**src/rtl/mips789_ctl_pkg.sv**
```systemverilog
// Shared types and constants for the mips789 forwarding/hazard control.
// Select codes mirror the FW_* values used by the exec_stage muxes.
package mips789_ctl_pkg;

    localparam logic [2:0] FW_NOP = 3'd0;
    localparam logic [2:0] FW_ALU = 3'd1;
    localparam logic [2:0] FW_MEM = 3'd2;

    typedef enum logic [1:0] {
        IDLE,
        LD_STALL,
        MD_WAIT
    } fsm_t;

    typedef struct packed {
        logic       we;
        logic [4:0] addr;
        logic       load;
    } dst_sh_t;

endpackage

```
**src/rtl/fw_match.sv**
```systemverilog
// Forward-source match for one ID source register against EX and MEM.
// EX wins over MEM because it holds the younger write.
module fw_match
    import mips789_ctl_pkg::*;
(
    input  logic [4:0] src,
    input  logic       used,
    input  dst_sh_t    ex_sh,
    input  dst_sh_t    mem_sh,
    output logic [2:0] fw
);

    logic unused_load;
    assign unused_load = ex_sh.load ^ mem_sh.load;

    always_comb begin
        fw = FW_NOP;
        if (used && src != 5'd0) begin
            if (ex_sh.we && ex_sh.addr == src)
                fw = FW_ALU;
            else if (mem_sh.we && mem_sh.addr == src)
                fw = FW_MEM;
        end
    end

endmodule

```
**src/rtl/fw_hazard_ctl.sv**
```systemverilog
// Operand-forwarding select generation and load-use / mul-div stall
// sequencing for the mips789 exec_stage.
module fw_hazard_ctl
    import mips789_ctl_pkg::*;
#(
    parameter int MD_CYCLES = 32
) (
    input  logic       clk,
    input  logic       rst,
    input  logic       id_valid,
    input  logic [4:0] id_rs_addr,
    input  logic [4:0] id_rt_addr,
    input  logic       id_rs_used,
    input  logic       id_rt_used,
    input  logic       id_rt_is_store,
    input  logic       id_wb_we,
    input  logic [4:0] id_wb_addr,
    input  logic       id_is_load,
    input  logic       id_is_muldiv,
    input  logic       id_reads_hilo,
    input  logic       flush,
    output logic [2:0] muxa_fw_ctl,
    output logic [2:0] muxb_fw_ctl,
    output logic [2:0] dmem_fw_ctl,
    output logic       pause,
    output logic       ex_bubble,
    output logic       md_busy
);

    localparam int CW = $clog2(MD_CYCLES + 1);

    dst_sh_t       ex_sh;
    dst_sh_t       mem_sh;
    fsm_t          state;
    fsm_t          state_nx;
    logic [CW-1:0] md_cnt;
    logic [2:0]    rs_fw;
    logic [2:0]    rt_fw;
    logic          load_use;
    logic          md_haz;
    logic          issue;

    fw_match u_rs (
        .src    (id_rs_addr),
        .used   (id_rs_used),
        .ex_sh  (ex_sh),
        .mem_sh (mem_sh),
        .fw     (rs_fw)
    );

    fw_match u_rt (
        .src    (id_rt_addr),
        .used   (id_rt_used),
        .ex_sh  (ex_sh),
        .mem_sh (mem_sh),
        .fw     (rt_fw)
    );

    assign md_busy  = (md_cnt != '0);
    assign load_use = id_valid & ex_sh.load
                    & ((rs_fw == FW_ALU) | (rt_fw == FW_ALU));
    assign md_haz   = id_valid & md_busy
                    & (id_reads_hilo | id_is_muldiv);

    // Flush kills the ID instruction, so there is nothing left to hold.
    assign pause     = ~flush & (md_haz | load_use);
    assign ex_bubble = pause;
    assign issue     = id_valid & ~pause & ~flush;

    always_comb begin
        state_nx = state;
        if (flush) begin
            state_nx = IDLE;
        end else begin
            unique case (state)
                IDLE: begin
                    if (md_haz)
                        state_nx = MD_WAIT;
                    else if (load_use)
                        state_nx = LD_STALL;
                end
                LD_STALL: state_nx = IDLE;
                MD_WAIT: begin
                    if (md_cnt == '0)
                        state_nx = IDLE;
                end
                default: state_nx = IDLE;
            endcase
        end
    end

    always_ff @(posedge clk or posedge rst) begin
        if (rst) begin
            state       <= IDLE;
            ex_sh       <= '0;
            mem_sh      <= '0;
            md_cnt      <= '0;
            muxa_fw_ctl <= FW_NOP;
            muxb_fw_ctl <= FW_NOP;
            dmem_fw_ctl <= FW_NOP;
        end else begin
            state  <= state_nx;
            mem_sh <= ex_sh;
            if (issue)
                ex_sh <= '{we: id_wb_we, addr: id_wb_addr, load: id_is_load};
            else
                ex_sh <= '0;

            // The mul/div unit cannot abort, so flush does not stop the count.
            if (issue && id_is_muldiv)
                md_cnt <= CW'(MD_CYCLES);
            else if (md_cnt != '0)
                md_cnt <= md_cnt - 1'b1;

            if (issue) begin
                muxa_fw_ctl <= rs_fw;
                muxb_fw_ctl <= id_rt_is_store ? FW_NOP : rt_fw;
                dmem_fw_ctl <= id_rt_is_store ? rt_fw : FW_NOP;
            end else begin
                muxa_fw_ctl <= FW_NOP;
                muxb_fw_ctl <= FW_NOP;
                dmem_fw_ctl <= FW_NOP;
            end
        end
    end

endmodule

```
**config.mk**
```make
export PLATFORM = sky130hd
export DESIGN_NAME = fw_hazard_ctl
export DESIGN_NICKNAME = d
export VERILOG_FILES = /design/src/rtl/mips789_ctl_pkg.sv /design/src/rtl/fw_match.sv /design/src/rtl/fw_hazard_ctl.sv
export SDC_FILE = /design/constraint.sdc
export NUM_CORES = 1
export LEC_CHECK = 0
export CAP_MARGIN = 15
export CORE_MARGIN = 2
export CORE_UTILIZATION = 50
export DETAILED_ROUTE_END_ITERATION = 12
export DONT_BUFFER_PORTS = 1
export HOLD_SLACK_MARGIN = 0.06
export PLACE_DENSITY = 0.64
export SETUP_SLACK_MARGIN = 0.1
export SYNTH_ARGS = -nofsm -noshare
export SYNTH_HDL_FRONTEND = slang
export SYNTH_SLANG_ARGS = --single-unit
```
**constraint.sdc**
```tcl
create_clock -name clk -period 2.4 [get_ports clk]
set_clock_uncertainty 0.1 [all_clocks]
set_input_delay 0.48 -clock clk [delete_from_list [all_inputs] [get_ports clk]]
set_output_delay 0.48 -clock clk [all_outputs]
set_load 0.01 [all_outputs]
```
==> impl_metrics.env <==
export IMPL_status="finished clean"
export IMPL_start_kind="primary input"
export IMPL_synthCells=122
export IMPL_detail_route_antenna_nets=0
export IMPL_required_ns=1.82
export IMPL_vias_per_cell=5.47
export IMPL_rsz0062_at_grt="yes"
export IMPL_clock_sinks=25
export IMPL_synth_seq_area_share_pct=49.8
export IMPL_htreeDepth=1
export IMPL_yosysTopAreaCell="dfrtp_1"
export IMPL_cp_max_fo=3
export IMPL_num_vias=880
export IMPL_power_per_cell_area_nw_per_um2=698
export IMPL_dr_pass1_iters=4
export IMPL_num_io_pins=38
export IMPL_n_antenna_cell=0
export IMPL_num_rows=18
export IMPL_dieArea_um2=2930
export IMPL_max_cap_violations=0
export IMPL_critPathKind="in2out"
export IMPL_layout_drive_gt1_share_pct=11.5
export IMPL_synth_cell_types=29
export IMPL_drt_iter0_drc=13
export IMPL_endpoint_kind="primary output"
export IMPL_grt_max_degree=26
export IMPL_globalRouteTotalUtil_pct=18.4
export IMPL_grt_pass1_vias=858
export IMPL_hold_viol_final=0
export IMPL_cp_startpoint="id_rs_addr[3]"
export IMPL_endpoint="ex_bubble"
export IMPL_antenna_found_initial=0
export IMPL_clock_root_buffer="clkbuf_4"
export IMPL_yosys_area_top_type_share_pct=49.8
export IMPL_overflow=0
export IMPL_tritoncts="done"
export IMPL_layout_min_cycle_time_ns=2.32
export IMPL_synthTopCellsByArea="dfrtp_1, xnor2_1, and3_1, nand2_1, xor2_1"
export IMPL_mostFrequentLayoutCell="dfrtp_1"
export IMPL_fmax_ghz=0.431
export IMPL_synth_seq_cells=25
export IMPL_coreArea_um2=2430
export IMPL_rrSetupSlack_ns=0.47
export IMPL_syn_avg_cell_area_um2=10.3
export IMPL_cts_made_buffers=3
export IMPL_clk_pin_slew_worst_paths_ns=0.13
export IMPL_clk_latency_ns=0.31
export IMPL_finalWirelength_mm=2.28
export IMPL_synth_cell_area_um2=1260
export IMPL_syn_to_final_growth_pct=10.7
export IMPL_worst_r2r_cell_count=5
export IMPL_gp_congestion=0.991
export IMPL_synthArstFlopShare_pct=100
export IMPL_dp_final_hpwl_mm=1.82
export IMPL_finalMaxSlewViolations=0
export IMPL_drc_errors=0
export IMPL_post_place_ws_ns=0.0384
export IMPL_avgRoutedWirePerCell_um=14.2
export IMPL_setup_viol=0
export IMPL_whs_ns=0.114
export IMPL_dieWidth_um=54.1
export IMPL_fp_dieH_um=54.1
export IMPL_period_share_pct=96.7
export IMPL_start_util_pct=51.6
export IMPL_vdd_ir_drop_max_mv=0.497
export IMPL_synth_main_ff_cell="dfrtp_1"
export IMPL_p_leak_uw=0.000638
export IMPL_synth_edff_count=0
export IMPL_finalInstanceArea_um2=1390
export IMPL_final_util_pct=57.2
export IMPL_worstHoldPathType="in2reg"
export IMPL_placed_area_um2=1310
export IMPL_cts_buffer_depth=2
export IMPL_final_nets=160
export IMPL_layout_common_cells="dfrtp_1, xnor2_1, nand2_1, and3_1"
export IMPL_io_buffers=0
export IMPL_rr_startpoint="md_cnt[0]"
export IMPL_arrival_ns=1.74
export IMPL_layout_setup_ws_ns=0.0784
export IMPL_grt_pass1_wl_mm=3.71
export IMPL_reg2reg_to="muxa_fw_ctl[1]"
export IMPL_synth_warnings=0
critical path: stages:
cell and delay [ns]:
or4_1 0.51, o21ai_1 0.27, nor4_4 0.09, o21ai_1 0.15, a21oi_1 0.08, buf_4 0.16
kinds of logic after synthesis:
| group | after synthesis | share of synthesized area (%) |
|---|---|---|
| adder cells (fa/ha/maj) | 2 | 1.99 |
| XOR/XNOR | 22 | 15.3 |
| buffers and inverters | 10 | 4.18 |
| multiplexers | 2 | 1.59 |
| AO/OA/AOI/OAI | 14 | 7.47 |
| flip-flops | 25 | 49.8 |
| other | 1 | 0.299 |
| AND/OR/NAND/NOR | 46 | 19.3 |
repair_timing:
item,CTS,global route
cloned,0,0
resized for setup,4,0
setup buffers,2,1
hold buffers,1,0
hold endpoints to repair,25,0
pin swaps,5,1
setup endpoints to repair,2,2
cells in the mapped netlist (2+ instances only):
master	instances
a31oi_1	3
and2_1	2
and3_1	8
buf_4	4
dfrtp_1	25
ha_1	2
inv_1	5
mux2i_1	2
nand2_1	11
nand3_1	5
nor2_1	7
nor3_1	4
nor4_1	2
o21ai_0	3
o21ai_1	2
or4_1	4
xnor2_1	18
xor2_1	4
final cells by class:
type	instances	area, µm²
clock buffers	4	26.3
flip-flops and latches	25	626
well taps	30	37.5
repair buffers	8	62.6
inverters	5	18.8
fillers	221	1040
multi-input cells	89	619
power breakdown:
group | leakage (µW) | total [µW] | switching (µW) | internal, µW
Sequential | 0.000334 | 537 | 55.0 | 482
Combinational | 0.000288 | 256 | 126 | 130
Clock | 0.0000150 | 177 | 112 | 64.8
Total | 0.000638 | 970 | 293 | 677
per-layer routing:
| layer | GRT usage (%) | up-vias | wire, µm |
|---|---|---|---|
| met5 | 0 | - | 0 |
| met4 | 8.33 | 0 | 29 |
| met3 | 4.44 | 2 | 109 |
| met2 | 29.5 | 22 | 1140 |
| met1 | 23.4 | 429 | 1010 |
| li1 | - | 427 | - |
flip-flops by register name (all words and copies together) (netlist names):
signal       count
ex_sh            7
md_cnt           6
dmem_fw_ctl      2
muxa_fw_ctl      2
mem_sh           6
muxb_fw_ctl      2
how the worst min path moves through the flow:
stage / start / slack, ns / cells after the start / end
5_1_grt: id_rt_is_store / 0.09 / 1 / muxb_fw_ctl[0]
4_1_cts: id_rt_is_store / 0.10 / 1 / muxb_fw_ctl[1]
3_3_place_gp: ex_sh[6] / 0.30 / 0 / mem_sh[6]
6_report: id_rt_is_store / 0.11 / 1 / muxb_fw_ctl[1]
3_5_place_dp: ex_sh[6] / 0.30 / 0 / mem_sh[6]
2_1_floorplan: ex_sh[6] / 0.27 / 0 / mem_sh[6]
per-stage QoR:
stage | total power [µW] | cells | setup TNS, ns
2_1_floorplan | 756 | 124 | 0
5_1_grt | 1050 | 161 | -0.112
6_report | 970 | 161 | 0
4_1_cts | 983 | 160 | 0
3_5_place_dp | 800 | 153 | 0
3_3_place_gp | 789 | 153 | 0
No activity file was read; power rests on OpenSTA's default activity.
